### src/rtl/fir_mac_engine.sv
// rtl/fir_mac_engine.sv - time-multiplexed single-MAC FIR filter with circular delay line
module fir_mac_engine #(
   parameter int NTAPS      = 64,
   parameter int DATA_WIDTH = 18,
   parameter int COEF_WIDTH = 16,
   parameter int COEF_FRAC  = 15,
   parameter int ACC_WIDTH  = 41
) (
   input  logic                  clock,
   input  logic                  reset_n,
   input  logic                  data_en,
   input  logic [DATA_WIDTH-1:0] data_in,
   output logic [6:0]            coef_addr,
   input  logic [COEF_WIDTH-1:0] coef_data,
   output logic [DATA_WIDTH-1:0] data_out,
   output logic                  out_valid,
   output logic                  busy,
   output logic                  overrun
);
   localparam int PTR_W      = (NTAPS > 1) ? $clog2(NTAPS) : 1;
   localparam int PROD_WIDTH = DATA_WIDTH + COEF_WIDTH;
   localparam logic signed [ACC_WIDTH-1:0] SAT_MAX =
      ACC_WIDTH'((64'sd1 <<< (DATA_WIDTH - 1)) - 64'sd1);
   localparam logic signed [ACC_WIDTH-1:0] SAT_MIN =
      ACC_WIDTH'(-(64'sd1 <<< (DATA_WIDTH - 1)));

   typedef enum logic [1:0] {IDLE, MAC, DRAIN, DONE} state_t;

   state_t                        state;
   logic                          drain_last;
   logic [PTR_W-1:0]              wr_ptr;
   logic [PTR_W-1:0]              rd_idx;
   logic [7:0]                    rd_sum;
   logic signed [DATA_WIDTH-1:0]  delay_line [NTAPS];
   logic signed [DATA_WIDTH-1:0]  sample_q;
   logic signed [PROD_WIDTH-1:0]  prod_q;
   logic signed [ACC_WIDTH-1:0]   acc;
   logic signed [ACC_WIDTH-1:0]   acc_shift;
   logic signed [DATA_WIDTH-1:0]  sat_val;
   logic                          prod_en;
   logic                          acc_en;

   // coef_addr doubles as the tap index k; modulo done by compare-subtract so any NTAPS wraps correctly
   always_comb begin
      rd_sum = 8'(wr_ptr) + 8'(NTAPS) - 8'(coef_addr);
      rd_idx = (rd_sum >= 8'(NTAPS)) ? PTR_W'(rd_sum - 8'(NTAPS)) : PTR_W'(rd_sum);
   end

   always_comb begin
      acc_shift = acc >>> COEF_FRAC;
      if (acc_shift > SAT_MAX) begin
         sat_val = DATA_WIDTH'(SAT_MAX);
      end else if (acc_shift < SAT_MIN) begin
         sat_val = DATA_WIDTH'(SAT_MIN);
      end else begin
         sat_val = DATA_WIDTH'(acc_shift);
      end
   end

   always_ff @(posedge clock) begin
      if (!reset_n) begin
         state      <= IDLE;
         drain_last <= 1'b0;
         wr_ptr     <= '0;
         coef_addr  <= '0;
         sample_q   <= '0;
         prod_q     <= '0;
         acc        <= '0;
         prod_en    <= 1'b0;
         acc_en     <= 1'b0;
         data_out   <= '0;
         out_valid  <= 1'b0;
         busy       <= 1'b0;
         overrun    <= 1'b0;
         for (int i = 0; i < NTAPS; i++) begin
            delay_line[i] <= '0;
         end
      end else begin
         out_valid <= 1'b0;
         prod_en   <= (state == MAC);
         acc_en    <= prod_en;
         if (state == MAC) begin
            sample_q <= delay_line[rd_idx];
         end
         if (prod_en) begin
            prod_q <= PROD_WIDTH'(sample_q) * PROD_WIDTH'($signed(coef_data));
         end
         if (acc_en) begin
            acc <= acc + ACC_WIDTH'(prod_q);
         end
         // busy lingers one cycle into IDLE so the out_valid cycle still rejects a strobe
         if (data_en && (state != IDLE || busy)) begin
            overrun <= 1'b1;
         end

         case (state)
            IDLE: begin
               busy <= 1'b0;
               if (data_en && !busy) begin
                  delay_line[wr_ptr] <= $signed(data_in);
                  acc       <= '0;
                  coef_addr <= '0;
                  busy      <= 1'b1;
                  state     <= MAC;
               end
            end
            MAC: begin
               if (coef_addr == 7'(NTAPS - 1)) begin
                  drain_last <= 1'b0;
                  state      <= DRAIN;
               end else begin
                  coef_addr <= coef_addr + 7'd1;
               end
            end
            DRAIN: begin
               drain_last <= 1'b1;
               if (drain_last) begin
                  state <= DONE;
               end
            end
            DONE: begin
               data_out  <= sat_val;
               out_valid <= 1'b1;
               wr_ptr    <= (wr_ptr == PTR_W'(NTAPS - 1)) ? '0 : wr_ptr + PTR_W'(1);
               state     <= IDLE;
            end
            default: state <= IDLE;
         endcase
      end
   end
endmodule

### config.mk
export PLATFORM = sky130hd
export DESIGN_NAME = fir_mac_engine
export DESIGN_NICKNAME = d
export VERILOG_FILES = /design/src/rtl/fir_mac_engine.sv
export SDC_FILE = /design/constraint.sdc
export NUM_CORES = 2
export LEC_CHECK = 0
export ABC_AREA = 1
export BUFFER_PORTS_ARGS = -buffer_cell sky130_fd_sc_hd__buf_2
export CORE_MARGIN = 2
export CORE_UTILIZATION = 60
export DETAILED_ROUTE_END_ITERATION = 10
export GPL_TIMING_DRIVEN = 0
export PLACE_DENSITY_LB_ADDON = 0.1
export RECOVER_POWER = 25
export SETUP_SLACK_MARGIN = 0.02
export SLEW_MARGIN = 20
export SYNTH_ARGS = -nofsm -noshare
export SYNTH_HDL_FRONTEND = slang
export SYNTH_SLANG_ARGS = --single-unit
### constraint.sdc
create_clock -name clock -period 7.6 [get_ports clock]
set_input_delay 1.52 -clock clock [delete_from_list [all_inputs] [get_ports clock]]
set_output_delay 1.52 -clock clock [all_outputs]
set_load 0.005 [all_outputs]
# == Word-level counts from Yosys, hierarchy flattened ==
# Memories as Yosys holds them, arrays and structs flattened. A register that Yosys moved wholly into a read port is not among the register bits.
# Index checks and enable logic that the tools add are counted.
# totals
n_memories,1
ram_bits,1152
output_inout_bits,28
reg_bits,114
in_bits,37
# mem_list
memory,words,width,rd,rd_ports_with_merged_regs,write_ports,line,source
delay_line,64,18,1,1,64,34,logic signed [DATA_WIDTH-1:0] delay_line [NTAPS];
# classes
muxes,25
n_addsub,6
n_lt_le_gt_ge,3
multipliers,1
reduce_logical,13
eq_ne,9
# op_table
cell,count
$mux W41,3
$mux W18,3
$add A41 B34 Y41,1
$mul A18 B16 Y34,1
$gt A26 B18 Y1 const B,1
$lt A26 B18 Y1 const B,1
$mux W6,3
$reduce_or A18 Y1,1
$mux W7,2
$pmux W7 S2,1
$add A6 B7 Y8 const B,1
$ge A8 B7 Y1 const B,1
$mux W1,8
$pmux W2 S4,1
$sub A8 B7 Y8,1
$add A7 B1 Y7 const B,1
$eq A7 B6 Y1 const B,1
$add A6 B1 Y6 const B,1
$eq A6 B6 Y1 const B,1
$mux W2,3
$ne A2 B2 Y1 const B,3
$reduce_and A3 Y1,2
$reduce_bool A2 Y1,3
$sub A6 B1 Y6 const B,1
other kinds (9),12

# == Depth between registers and ports, before layout ==
# depth
depth_word,8
depth_mapped,27
mapped_depth_nobuf,25

# == Worst setup path after synthesis ==
# Ideal clock, no wire load.
# synth_timing
path_type,input -> register
startpoint,input coef_data[5]
endpoint,register prod_q[25]
path_slack_ns,0.660
arrival_ns,6.831
cell_stages,23
n_path_buf,2
required_ns,7.491
cell_sequence,clkbuf_1 buf_1 nand2_1 fa_1 inv_1 fa_1 fa_1 fa_1 fa_1 inv_1 fa_1 inv_1 ha_1 nand2_1 nor2_1 inv_1 nor2_1 inv_1 or2_2 nand4_1 nand3_1 nand2_1 inv_1
# synth_between
elab_chain_len,1
# synth_rtl
item,line,source
from (decl),14,"input logic [COEF_WIDTH-1:0] coef_data,"
$mul A18 B16 Y34,86,prod_q <= PROD_WIDTH'(sample_q) * PROD_WIDTH'($signed(coef_data));
to (signal assigned),86,
to (decl),36,logic signed [PROD_WIDTH-1:0] prod_q;
# No other way between the ends.
# A chain may end at the register's enable or synchronous reset.

# == Worst setup path in the final report ==
# layout_timing
startpoint,input coef_data[9]
endpoint,register prod_q[21]
# The elaborated chain is that of the path after synthesis.

==> impl_metrics.tcl <==
set metrics [dict create \
    tns_ns 0 \
    chipHeight_um 349 \
    violations "max-capacitance violations, max-slew violations" \
    layout.cells.non_filler 9852 \
    finClkSkew_ns 0.0367 \
    overflow 0 \
    fp.dieW_um 349 \
    fp.coreArea_mm2 0.118 \
    internal_power_mw 19.1 \
    clockBufferDepth 3 \
    drtAntennaViolNets 0 \
    grt_max_degree 19 \
    path_class "in2reg" \
    ys_ff_latch 1284 \
    rsz0062_at_grt "no" \
    drt_wl_total_um 246000 \
    maxCapViolCount 5 \
    area_delta_synth_final_pct 8.94 \
    path_depth 23 \
    worstMarginPinSlew_ns 2.30 \
    cts_setup_buffers 0 \
    dp_cells 9602 \
    hold_buffers 0 \
    max_stage_delay_ns 0.60 \
    cts_tree "done" \
    mostFrequentLayoutCells "nor2_1, edfxtp_1, nand2_1, o21ai_0, inv_1" \
    cp-start-kind "input port" \
    vdd_ir_drop_max_mv 0.668 \
    path_delay_family "adder cells" \
    synthCells 8012 \
    hp-class "reg2reg" \
    track_usage_pct 40.3 \
    combPwrFrac_pct 61.6 \
    hold_viol_final 0 \
    synth.distinct_cells 49 \
    finalSetupViolCount 0 \
    yosysSeqAreaShare_pct 52.1 \
    routabilityCongestion 1.02 \
    final_common_cell "nor2_1" \
    startpoint "coef_data[9]" \
    rrSetupSlack_ns 0.36 \
    p_seq_share_pct 21.3 \
    top_usage_layer "met2" \
    synth.net_count 8478 \
    drv_slew 33 \
    path_common_cell "fa_1" \
    worstPathArrival_ns 8.00 \
    vias 59300 \
    p_leak_nw 32.4 \
    cts_buffers 139 \
    synth_top_family_by_area "simple AND/OR/NAND/NOR gates" \
    grtUsageMet2_pct 58.7 \
    synth_area_mm2 0.0714 \
    finalCriticalPeriod_ns 7.28 \
    powerDensity_mw_per_mm2 502 \
    relSlewSlack_pct -54.5 \
    cts-root-buf "clkbuf_16" \
    p_sw_share_pct 51.1 \
    wl_per_cell_um 25.0 \
    synth_simple_gate_area_share_pct 22.4 \
    crit_path_end "prod_q[21]" \
    ff2ff_path_depth 25 \
    clock_power_share_pct 17.0 \
    met1_usage_pct 58.0 \
    vias_per_cell 6.02 \
    grt_pass1_wl_um 355000 \
    synth_compound_area_share_pct 7.61 \
    timing.rr.end "prod_q[21]" \
    synth_xor_xnor_area_share_pct 0.547 \
    critPathMaxFanout 10 \
    period_share_pct 95.8 \
    async_flop_share_pct 0 \
    outcome "finished with violations" \
    drive_gt1_share_pct 4.92 \
    synth-warning-count 0 \
    synthAdderAreaFrac_pct 10.6 \
    antenna_found_initial 16 \
    dieArea_mm2 0.122 \
    dr.pass1.iters 6 \
    required_ns 8.32 \
    synthMuxAreaShare_pct 0 \
    htreeDepth 4 \
    rows 126 \
    drc 0 \
    timing.rr.start "sample_q[7]" \
    start_util_pct 60.5 \
    hold_ws_ns 0.463 \
    grt_pass1_vias 55000 \
    cp-end-kind "flop" \
    hold_start "overrun" \
    cts.clk_slew.worst_paths_ns 0.06 \
    use_met3_pct 10.4 \
    cts.sinks 1284 \
    crit_chain "clkbuf_1, buf_1, nand2_1, fa_1, inv_1, fa_1, fa_1, fa_1, fa_1, inv_1, fa_1, inv_1, ha_1, nand2_1, nor2_1, nor3b_1, nand2_1, nand2_1, a21oi_1, or2_2, nand3_1, nand2_1, inv_1" \
    nets 8673 \
    path_buf_inv 6 \
    port_buffers 48 \
    final_core_util_pct 65.9 \
    drtIter0Drc 9389 \
    dp_hpwl_um 183000 \
    synth-edff-count 1152 \
    clock_latency_ns 0.80 \
    p_switching_mw 20.0 \
    postSynthAreaPerCell_um2 8.91 \
    num_io_pins 65 \
    max_freq_mhz 137 \
    ys.flop_type "edfxtp_1" \
    critical-path-slowest-cell "fa_1" \
]
## power by group through the flow
stage | clock (mW) | sequential, mW | combinational (mW)
global placement | 0 | 8.46 | 22.8
finish | 6.66 | 8.34 | 24.1
floorplan | 0 | 8.37 | 14.7
global route | 6.89 | 8.37 | 26.1
CTS | 6.62 | 8.33 | 23.3
detailed placement | 0 | 8.47 | 22.9
## per-layer routing
metal  wire (µm)  vias up
li1            -    26400
met2      105000     3935
met5         135        -
met1       96400    28400
met4       10500       16
met3       33700      542
## cells in the mapped netlist (3+ instances only)
| master | instances | area share (%) |
|---|---|---|
| a211oi_1 | 3 | 0.032 |
| a21o_1 | 7 | 0.074 |
| a21oi_1 | 142 | 1.0 |
| buf_1 | 53 | 0.28 |
| buf_2 | 112 | 0.78 |
| buf_4 | 13 | 0.14 |
| clkbuf_1 | 352 | 1.9 |
| clkinv_1 | 4 | 0.021 |
| dfxtp_1 | 132 | 3.7 |
| edfxtp_1 | 1152 | 48 |
| fa_1 | 292 | 8.2 |
| ha_1 | 137 | 2.4 |
| inv_1 | 671 | 3.5 |
| inv_2 | 25 | 0.13 |
| nand2_1 | 985 | 5.2 |
| nand2_2 | 51 | 0.45 |
| nand3_1 | 419 | 2.9 |
| nand3_2 | 3 | 0.042 |
| nand3b_1 | 3 | 0.032 |
| nand4_1 | 33 | 0.29 |
| nor2_1 | 2451 | 13 |
| nor3_1 | 16 | 0.11 |
| nor3_2 | 7 | 0.098 |
| nor4_1 | 5 | 0.044 |
| o211ai_1 | 87 | 0.91 |
| o21a_1 | 3 | 0.032 |
| o21ai_0 | 714 | 5.0 |
| o21ai_1 | 54 | 0.38 |
| o21bai_1 | 8 | 0.084 |
| or2_2 | 14 | 0.12 |
| xnor2_1 | 16 | 0.20 |
| xor2_1 | 23 | 0.28 |
## worst reg2reg max path, stage by stage (launching register included)
cell and delay (ns):
dfxtp_1 0.30, clkbuf_1 0.65, clkbuf_1 0.60, nand2_1 0.18, fa_1 0.58, inv_1 0.06, fa_1 0.50, inv_1 0.06
fa_1 0.54, inv_1 0.05, fa_1 0.48, fa_1 0.52, inv_1 0.06, fa_1 0.53, inv_1 0.06, ha_1 0.38
nand2_1 0.12, nor2_1 0.21, nor3b_1 0.34, nand2_1 0.09, nand2_1 0.18, a21oi_1 0.12, or2_2 0.29, nand3_1 0.15
nand2_1 0.08, inv_1 0.06
## timing repair
| action | CTS | global route |
|---|---|---|
| endpoints found under the hold margin | 0 | 0 |
| endpoints found under the setup margin | 0 | 2 |
| gates resized for setup | 0 | 9 |
## cell families (layout without fill, tap and decap cells)
| group | after synthesis | after routing |
|---|---|---|
| AOI/OAI and AO/OA | 1027 | 1027 |
| xor gates and xnor gates | 42 | 42 |
| adders and majority gates | 429 | 429 |
| buffers and inverters | 1232 | 1529 |
| DFF | 1284 | 1284 |
| other | 0 | 7 |
| and+or+nand+nor | 3998 | 3998 |
## flip-flops by register name, indices dropped and copies added, names as in the netlist, 2 cells and up
signal / count
acc: 41
sample_q: 18
delay_line: 1152
coef_addr: 7
data_out: 18
state: 2
prod_q: 34
wr_ptr: 6
## through the flow
step / power, mW / instance area, µm² / worst slack (ns)
2_1_floorplan: 23.1 / 71400 / 0.660
3_3_place_gp: 31.2 / 73600 / -0.473
3_5_place_dp: 31.4 / 73700 / -0.494
4_1_cts: 38.2 / 78000 / 0.300
5_1_grt: 41.4 / 77800 / 0.0432
6_report: 39.1 / 77800 / 0.321
## layout make-up
type,instances,area (µm²)
Buffer,531,2180
Multi-Input combinational cell,5496,29200
Timing Repair Buffer,54,256
Clock inverter,69,692
Fill cell,9840,40300
Sequential cell,1284,37200
Inverter,701,2630
Antenna cell,7,17.5
Clock buffer,174,3650
Tap cell,1536,1920
## worst min-delay path by stage
stage | end | slack, ns | cells after the start
after CTS | overrun | 0.46 | 2
after detailed placement | overrun | 0.45 | 2
final | overrun | 0.46 | 2
after global placement | overrun | 0.44 | 2
after floorplan | drain_last | 0.44 | 2
after global routing | data_out[17] | 0.49 | 2
Note: power is estimated with default switching activity, not from simulation.
